File: config.mk
export PLATFORM = sky130hd
export DESIGN_NAME = mem_port_arbiter
export DESIGN_NICKNAME = d
export VERILOG_FILES = /design/src/rtl/mem_port_arbiter.sv
export SDC_FILE = /design/constraint.sdc
export NUM_CORES = 1
export LEC_CHECK = 0
export CAP_MARGIN = 20
export CORE_UTILIZATION = 48
export DETAILED_ROUTE_END_ITERATION = 10
export PLACE_DENSITY_LB_ADDON = 0.1
export SYNTH_ARGS = -nofsm -noshare
export SYNTH_HDL_FRONTEND = slang
export SYNTH_SLANG_ARGS = --single-unit
File: constraint.sdc
create_clock -name clk -period 3.5 [get_ports clk]
set_input_delay 0.525 -clock clk [delete_from_list [all_inputs] [get_ports clk]]
set_output_delay 0.525 -clock clk [all_outputs]
set_load 0.005 [all_outputs]
File: src/rtl/mem_port_arbiter.sv
// mem_port_arbiter: shares a byte-wide RAM port between fetch and load/store, serialising little-endian accesses
module mem_port_arbiter #(
    parameter int RAM_ADDR_W = 17
) (
    input  logic                  clk,
    input  logic                  rst,
    input  logic                  if_req,
    input  logic [31:0]           if_addr,
    output logic [31:0]           if_data,
    output logic                  if_done,
    input  logic                  mem_req,
    input  logic                  mem_we,
    input  logic [1:0]            mem_width,
    input  logic [31:0]           mem_addr,
    input  logic [31:0]           mem_wdata,
    output logic [31:0]           mem_rdata,
    output logic                  mem_done,
    output logic [RAM_ADDR_W-1:0] ram_addr,
    output logic                  ram_wr,
    output logic [7:0]            ram_dout,
    input  logic [7:0]            ram_din
);
    typedef enum logic [1:0] {IDLE, READ, WRITE, DONE} state_t;

    state_t                  state_q, state_d;
    logic                    owner_mem_q, owner_mem_d;
    logic                    last_mem_q, last_mem_d;
    logic [RAM_ADDR_W-1:0]   base_q, base_d;
    logic [2:0]              n_q, n_d;
    logic [2:0]              cnt_q, cnt_d;
    logic [31:0]             wdata_q, wdata_d;
    logic [31:0]             asm_q, asm_d;
    logic [31:0]             if_data_q, if_data_d;
    logic [31:0]             mem_rdata_q, mem_rdata_d;
    logic                    grant_mem;
    logic [2:0]              mem_n;
    logic [1:0]              byte_idx;
    logic [RAM_ADDR_W-1:0]   cur_addr;
    logic                    unused_addr_hi;

    // MEM wins a tie unless it won the previous grant, so neither side starves
    assign grant_mem      = mem_req && !(if_req && last_mem_q);
    assign mem_n          = mem_width == 2'b00 ? 3'd1 : mem_width == 2'b01 ? 3'd2 : 3'd4;
    assign byte_idx       = cnt_q[1:0] - 2'd1;
    assign cur_addr       = base_q + {{(RAM_ADDR_W-3){1'b0}}, cnt_q};
    assign unused_addr_hi = ^{if_addr[31:RAM_ADDR_W], mem_addr[31:RAM_ADDR_W]};
    assign if_data        = if_data_q;
    assign mem_rdata      = mem_rdata_q;

    // transaction context, assembly buffer and per-port result registers
    always_ff @(posedge clk or negedge rst) begin
        if (!rst) begin
            state_q     <= IDLE;
            owner_mem_q <= 1'b0;
            last_mem_q  <= 1'b0;
            base_q      <= '0;
            n_q         <= '0;
            cnt_q       <= '0;
            wdata_q     <= '0;
            asm_q       <= '0;
            if_data_q   <= '0;
            mem_rdata_q <= '0;
        end else begin
            state_q     <= state_d;
            owner_mem_q <= owner_mem_d;
            last_mem_q  <= last_mem_d;
            base_q      <= base_d;
            n_q         <= n_d;
            cnt_q       <= cnt_d;
            wdata_q     <= wdata_d;
            asm_q       <= asm_d;
            if_data_q   <= if_data_d;
            mem_rdata_q <= mem_rdata_d;
        end
    end

    // arbitration, byte sequencing and RAM port drive
    always_comb begin
        state_d     = state_q;
        owner_mem_d = owner_mem_q;
        last_mem_d  = last_mem_q;
        base_d      = base_q;
        n_d         = n_q;
        cnt_d       = cnt_q;
        wdata_d     = wdata_q;
        asm_d       = asm_q;
        if_data_d   = if_data_q;
        mem_rdata_d = mem_rdata_q;
        ram_addr    = '0;
        ram_wr      = 1'b0;
        ram_dout    = 8'h00;
        if_done     = 1'b0;
        mem_done    = 1'b0;
        case (state_q)
            IDLE: begin
                if (if_req || mem_req) begin
                    owner_mem_d = grant_mem;
                    last_mem_d  = grant_mem;
                    base_d      = grant_mem ? mem_addr[RAM_ADDR_W-1:0] : if_addr[RAM_ADDR_W-1:0];
                    n_d         = grant_mem ? mem_n : 3'd4;
                    wdata_d     = mem_wdata;
                    cnt_d       = 3'd0;
                    asm_d       = '0;
                    state_d     = (grant_mem && mem_we) ? WRITE : READ;
                end
            end
            READ: begin
                ram_addr = cnt_q < n_q ? cur_addr : '0;
                if (cnt_q != 3'd0) asm_d[{byte_idx, 3'b000} +: 8] = ram_din;
                cnt_d = cnt_q + 3'd1;
                if (!owner_mem_q && !if_req) begin
                    state_d = IDLE;
                end else if (cnt_q == n_q) begin
                    state_d = DONE;
                    if (owner_mem_q) mem_rdata_d = asm_d;
                    else if_data_d = asm_d;
                end
            end
            WRITE: begin
                ram_wr   = 1'b1;
                ram_addr = cur_addr;
                ram_dout = wdata_q[{cnt_q[1:0], 3'b000} +: 8];
                if (cnt_q == n_q - 3'd1) state_d = DONE;
                else cnt_d = cnt_q + 3'd1;
            end
            DONE: begin
                if_done  = !owner_mem_q;
                mem_done = owner_mem_q;
                state_d  = IDLE;
            end
            default: state_d = IDLE;
        endcase
    end
endmodule
# ---- After elaboration in Yosys (flattened, before gate mapping)
# Cells that the tools add are included.
# W data, S select, Z words.
dict set report classes {
  n_eq_ne 10
  multipliers 0
  addsub 5
  div 0
  reduce_logical 19
  n_bitwise 2
  magnitude_cmp 1
  muxes 23
  shifts 3
}
# operator count
set op_table {}
lappend op_table {{$mux W32} 2}
lappend op_table {{$pmux W32 S2} 1}
lappend op_table {{$mux W17} 2}
lappend op_table {{$pmux W17 S2} 1}
lappend op_table {{$bwmux W32} 1}
lappend op_table {{$shift A8 B7 Y32 const A} 1}
lappend op_table {{$shiftx A32 B6 Y8} 1}
lappend op_table {{$shiftx A8 B7 Y32} 1}
lappend op_table {{$add A17 B3 Y17} 1}
lappend op_table {{$mux W3} 5}
lappend op_table {{$mux W2} 5}
lappend op_table {{$pmux W3 S3} 1}
lappend op_table {{$mux W8} 1}
lappend op_table {{$pmux W2 S4} 1}
lappend op_table {{$reduce_and A4 Y1} 2}
lappend op_table {{$neg A5 Y7} 1}
lappend op_table {{$eq A3 B3 Y1} 2}
lappend op_table {{$ne A2 B2 Y1 const B} 3}
lappend op_table {{$reduce_and A3 Y1} 2}
lappend op_table {{$reduce_bool A3 Y1} 2}
lappend op_table {{$eq A2 B1 Y1 const B} 2}
lappend op_table {{$eq A2 B2 Y1 const B} 2}
lappend op_table {{$logic_and A1 B1 Y1} 4}
lappend op_table {{$logic_not A2 Y1} 2}
lappend op_table {{11 further kinds} 17}
dict set report totals {
  latch_bits 0
  rom_bits 0
  n_memories 0
  ramBits 0
  out_inout_bits 92
  regBits 154
  elab_cells 72
  in_bits 111
}

# ---- Logic depth before layout (Yosys ltp)
dict set report logic_depth {
  word_depth 7
  mapped_depth 9
  mapped_depth_nobuf 7
}

# ---- Worst setup path after synthesis
# Ideal clock, no wire load.
dict set report synth_path {
  path_type {register to output}
  start {register cnt_q[1]}
  end {output ram_addr[16]}
  path_stages_with_launch 8
  t_arrival_ns 2.127
  required_ns 2.975
  path_buffers 1
  setup_slack_ns 0.848
  path_cell_list {dfrtp_1 -> buf_2 -> inv_1 -> fa_1 -> nor2b_1 -> o21ai_1 -> or4_1 -> a21oi_1}
}
dict set report synth_via {
  elab_chain_cells 3
  word_cells_on_any_way 4
  cone_classes {1 x add/sub; 1 x order compare; 2 x mux}
}
# element line
set synth_lines {}
lappend synth_lines {{from (decl)} 30} ;# logic [2:0] cnt_q, cnt_d;
lappend synth_lines {{from (signal assigned)} 69} ;# cnt_q <= cnt_d;
lappend synth_lines {{$add A17 B3 Y17 or $lt A3 B3 Y1 (tied branches)} {45, 108}}
lappend synth_lines {{$mux W17} 108} ;# ram_addr = cnt_q < n_q ? cur_addr : '0;
lappend synth_lines {{$pmux W17 S2 *} 94} ;# case (state_q)
lappend synth_lines {{to (decl)} 18} ;# output logic [RAM_ADDR_W-1:0] ram_addr,
# Every way passes the cells marked *; elsewhere a longest branch is shown, timed or not.

# ---- Worst setup path after layout
dict set report layout_path {
  start {register base_q[0]}
  end {output ram_addr[16]}
}
dict set report layout_via {
  elab_chain_cells 3
}
# element line
set layout_lines {}
lappend layout_lines {{from (decl)} 28} ;# logic [RAM_ADDR_W-1:0] base_q, base_d;
lappend layout_lines {{from (signal assigned)} 67} ;# base_q <= base_d;
lappend layout_lines {{$add A17 B3 Y17 *} 45} ;# assign cur_addr = base_q + {{(RAM_ADDR_W-3){1'b0}}, cnt_q};
lappend layout_lines {{$mux W17} 108}
lappend layout_lines {{$pmux W17 S2 *} 94}
# Marked as above.

==> impl_metrics.tcl <==
set metrics [dict create \
    outcome "finished, final reports clean" \
    drcViolationCount 0 \
    wl_met3_um 742 \
    synthArstFlopShare 1.00 \
    ant_nets 0 \
    seq_power_share 0.355 \
    cp_slowest_stage_delay_ns 0.54 \
    syn2layout_area_growth_pct 34.7 \
    grt_pass1_vias 5738 \
    final_nets 942 \
    fin_total_pwr_mw 8.41 \
    cts_max_level 4 \
    die_y_um 124 \
    wl_per_cell_um 17.1 \
    clkPwrFrac 0.232 \
    ys.warnings.count 0 \
    cts_setup_buffers 0 \
    r2r-start "cnt_q[0]$_DFFE_PN0P_" \
    core_um2 14600 \
    highest_layer "met4" \
    fin_crit_ns 3.33 \
    setup-violations-final 0 \
    gp_congestion 0.812 \
    criticalPathCategory "reg -> out" \
    grt_pass1_wl_um 28600 \
    fmax_ghz 0.300 \
    cts_buffers 17 \
    cp.required_ns 2.97 \
    ios 203 \
    ys_seq_elements 154 \
    yosysMostFrequentCell "dfrtp_1" \
    ctsResizeCount 0 \
    p_comb_frac 0.413 \
    worstHoldPathType "in -> async" \
    holdWs_ns 0.164 \
    timing.final.crit_share 0.952 \
    clk_latency_ns 0.43 \
    powerDensity_nw_per_um2 868 \
    grt_usage 0.231 \
    worst_path_max_delay_cell "clkdlybuf4s50_1" \
    synth.yosys.seq_area_share 0.536 \
    start_kind "flip-flop" \
    wl_met2_um 8550 \
    worst_slew_pin_slew_ns 0.826 \
    path_max_fanout 7 \
    viasPerCell 5.60 \
    final-hold-violation-count 0 \
    synth_common_cells "154 x dfrtp_1, 62 x nand2_1, 58 x o21ai_1" \
    synthFlopType "dfrtp_1" \
    firstDrtPassIters 6 \
    cp_data_arrival_time_ns 2.81 \
    synthCells 655 \
    syn_area_per_cell_um2 11.0 \
    skew_ns 0.00971 \
    yosysTopAreaCell "dfrtp_1" \
    met1_length_um 7530 \
    routed_wl_um 17200 \
    synth_top_area_frac 0.536 \
    grt_overflow 0 \
    grt_max_degree 89 \
    p_int_mw 5.56 \
    worstPathCellList "ha_1 > inv_1 > fa_1 > nor2b_1 > o21ai_2 > or4_1 > a21oi_1 > clkdlybuf4s50_1" \
    slew_viol_final 0 \
    cts_root_buf "clkbuf_16" \
    initial_utilization 0.493 \
    rsz0062_at_grt "no" \
    port_buffers 172 \
    startpoint "base_q[0]$_DFFE_PN0P_" \
    antennaDiodeCount 0 \
    drv_cap 0 \
    die_area_um2 15500 \
    cts_tree "yes" \
    clockBufferDepth 2 \
    cts_sinks 154 \
    synth_top_cells_by_area "dfrtp_1 54%, mux2_2 5.0%, o21ai_1 4.0%" \
    rows 44 \
    grt_antenna_before_repair 0 \
    chipWidth_um 124 \
    syn-num-nets 786 \
    endpoint_kind "output port" \
    synth_edf_count 0 \
    p_sw_frac 0.338 \
    netSwitchingPower_mw 2.85 \
    drt_iter0_markers 295 \
    vias 5645 \
    tns_ns 0 \
    cts_hold_buf 0 \
    critPathTopFamily "simple AND/OR/NAND/NOR gates" \
    max_slew_margin 0.449 \
    hpwlAfterDp_um 11700 \
    path_buf_inv 2 \
    layout-drive-gt1-share 0.115 \
    clk_pin_slew_worst_paths_ns 0.06 \
    leakage_nw 4.12 \
    synth_cell_types 49 \
    synth_area_um2 7200 \
    ir_drop_uv 428 \
]
==> worst paths after layout <==
| path | depth (start not counted) | slack, ns | end |
|---|---|---|---|
| max | 8 | 0.17 | ram_addr[16] |
| min reg2reg | 2 | 0.49 | mem_rdata[4]$_DFFE_PN0P_ |
| max reg2reg | 7 | 0.99 | asm_q[16]$_DFFE_PN0P_ |
| max in group asynchronous | 2 | 2.49 | wdata_q[25]$_DFFE_PN0P_ |
| min in group clk | 2 | 0.49 | mem_rdata[4]$_DFFE_PN0P_ |
| min | 1 | 0.16 | mem_rdata[25]$_DFFE_PN0P_ |
==> metrics by stage <==
stage	setup slack, ns	util	cells	instance area [um^2]
2_1_floorplan	0.848	-	655	7200
3_3_place_gp	0.595	0.621	976	9060
3_5_place_dp	0.512	0.621	976	9060
4_1_cts	0.0262	0.664	1008	9680
5_1_grt	0.0286	0.664	1008	9690
6_report	0.168	0.664	1008	9690
==> power groups by stage <==
stage                     registers [mW]  clock network, mW  logic (mW)
after detailed placement            3.01                  0        3.48
after CTS                           2.99               1.98        3.50
final                               2.98               1.95        3.47
after floorplan                     2.92                  0        1.94
after global routing                3.08               2.06        3.82
after global placement              2.96                  0        3.37
==> state kept, by name, indices dropped and copies added (netlist names) <==
register and flops:
asm_q 32, state_q 2, if_data 32, last_mem_q 1
n_q 3, cnt_q 3, mem_rdata 32, wdata_q 32
base_q 17
==> final cells by class <==
type,count,area [um^2]
fillers,1095,4900
flip-flops and latches,154,3850
multi-input cells,442,3120
repair buffers,182,1810
clock buffers,18,439
well taps,184,230
clock inverters,14,185
inverters,14,55.1
==> worst reg2reg max path, stage by stage (launching register included) <==
cell and delay [ns]:
dfrtp_1 0.35, buf_4 0.31, inv_4 0.11, ha_1 0.41, nand2b_1 0.22, nor4_4 0.42
and3_1 0.43, a22o_1 0.20
==> placed cells by master, fill, tap and decap left out, types with 4 or more instances in the layout <==
| cell type | instances |
|---|---|
| clkbuf_16 | 17 |
| dfrtp_1 | 154 |
| nor2_1 | 43 |
| o21ai_1 | 56 |
| o31ai_1 | 5 |
| xor2_1 | 6 |
| o21ai_0 | 9 |
| buf_4 | 9 |
| and2_1 | 9 |
| and3_1 | 9 |
| inv_1 | 13 |
| mux2i_1 | 19 |
| mux2_2 | 32 |
| nand2_1 | 62 |
| a22oi_1 | 32 |
| or3_1 | 5 |
| mux4_2 | 8 |
| a22o_1 | 32 |
| nor2b_1 | 7 |
| a21oi_1 | 43 |
| or4_1 | 4 |
| ha_1 | 19 |
| clkdlybuf4s50_1 | 171 |
| nand3_1 | 8 |
==> logic make-up (layout without fill, tap and decap cells) <==
family,count (synthesis),after routing,synth area share
muxes,60,60,0.104
AOI/OAI and AO/OA,190,190,0.167
adders and majority gates,20,20,0.0358
and+or+nand+nor,165,165,0.112
xor gates and xnor gates,7,7,0.0104
DFF,154,154,0.536
buffers and inverters,59,228,0.0353
==> routing by layer <==
metal,track usage,vias to the layer above
met4,0.0950,0
met3,0.0468,27
met1,0.298,2791
met5,0,-
li1,-,2667
met2,0.382,160
Power figures use the tool's default switching activity.
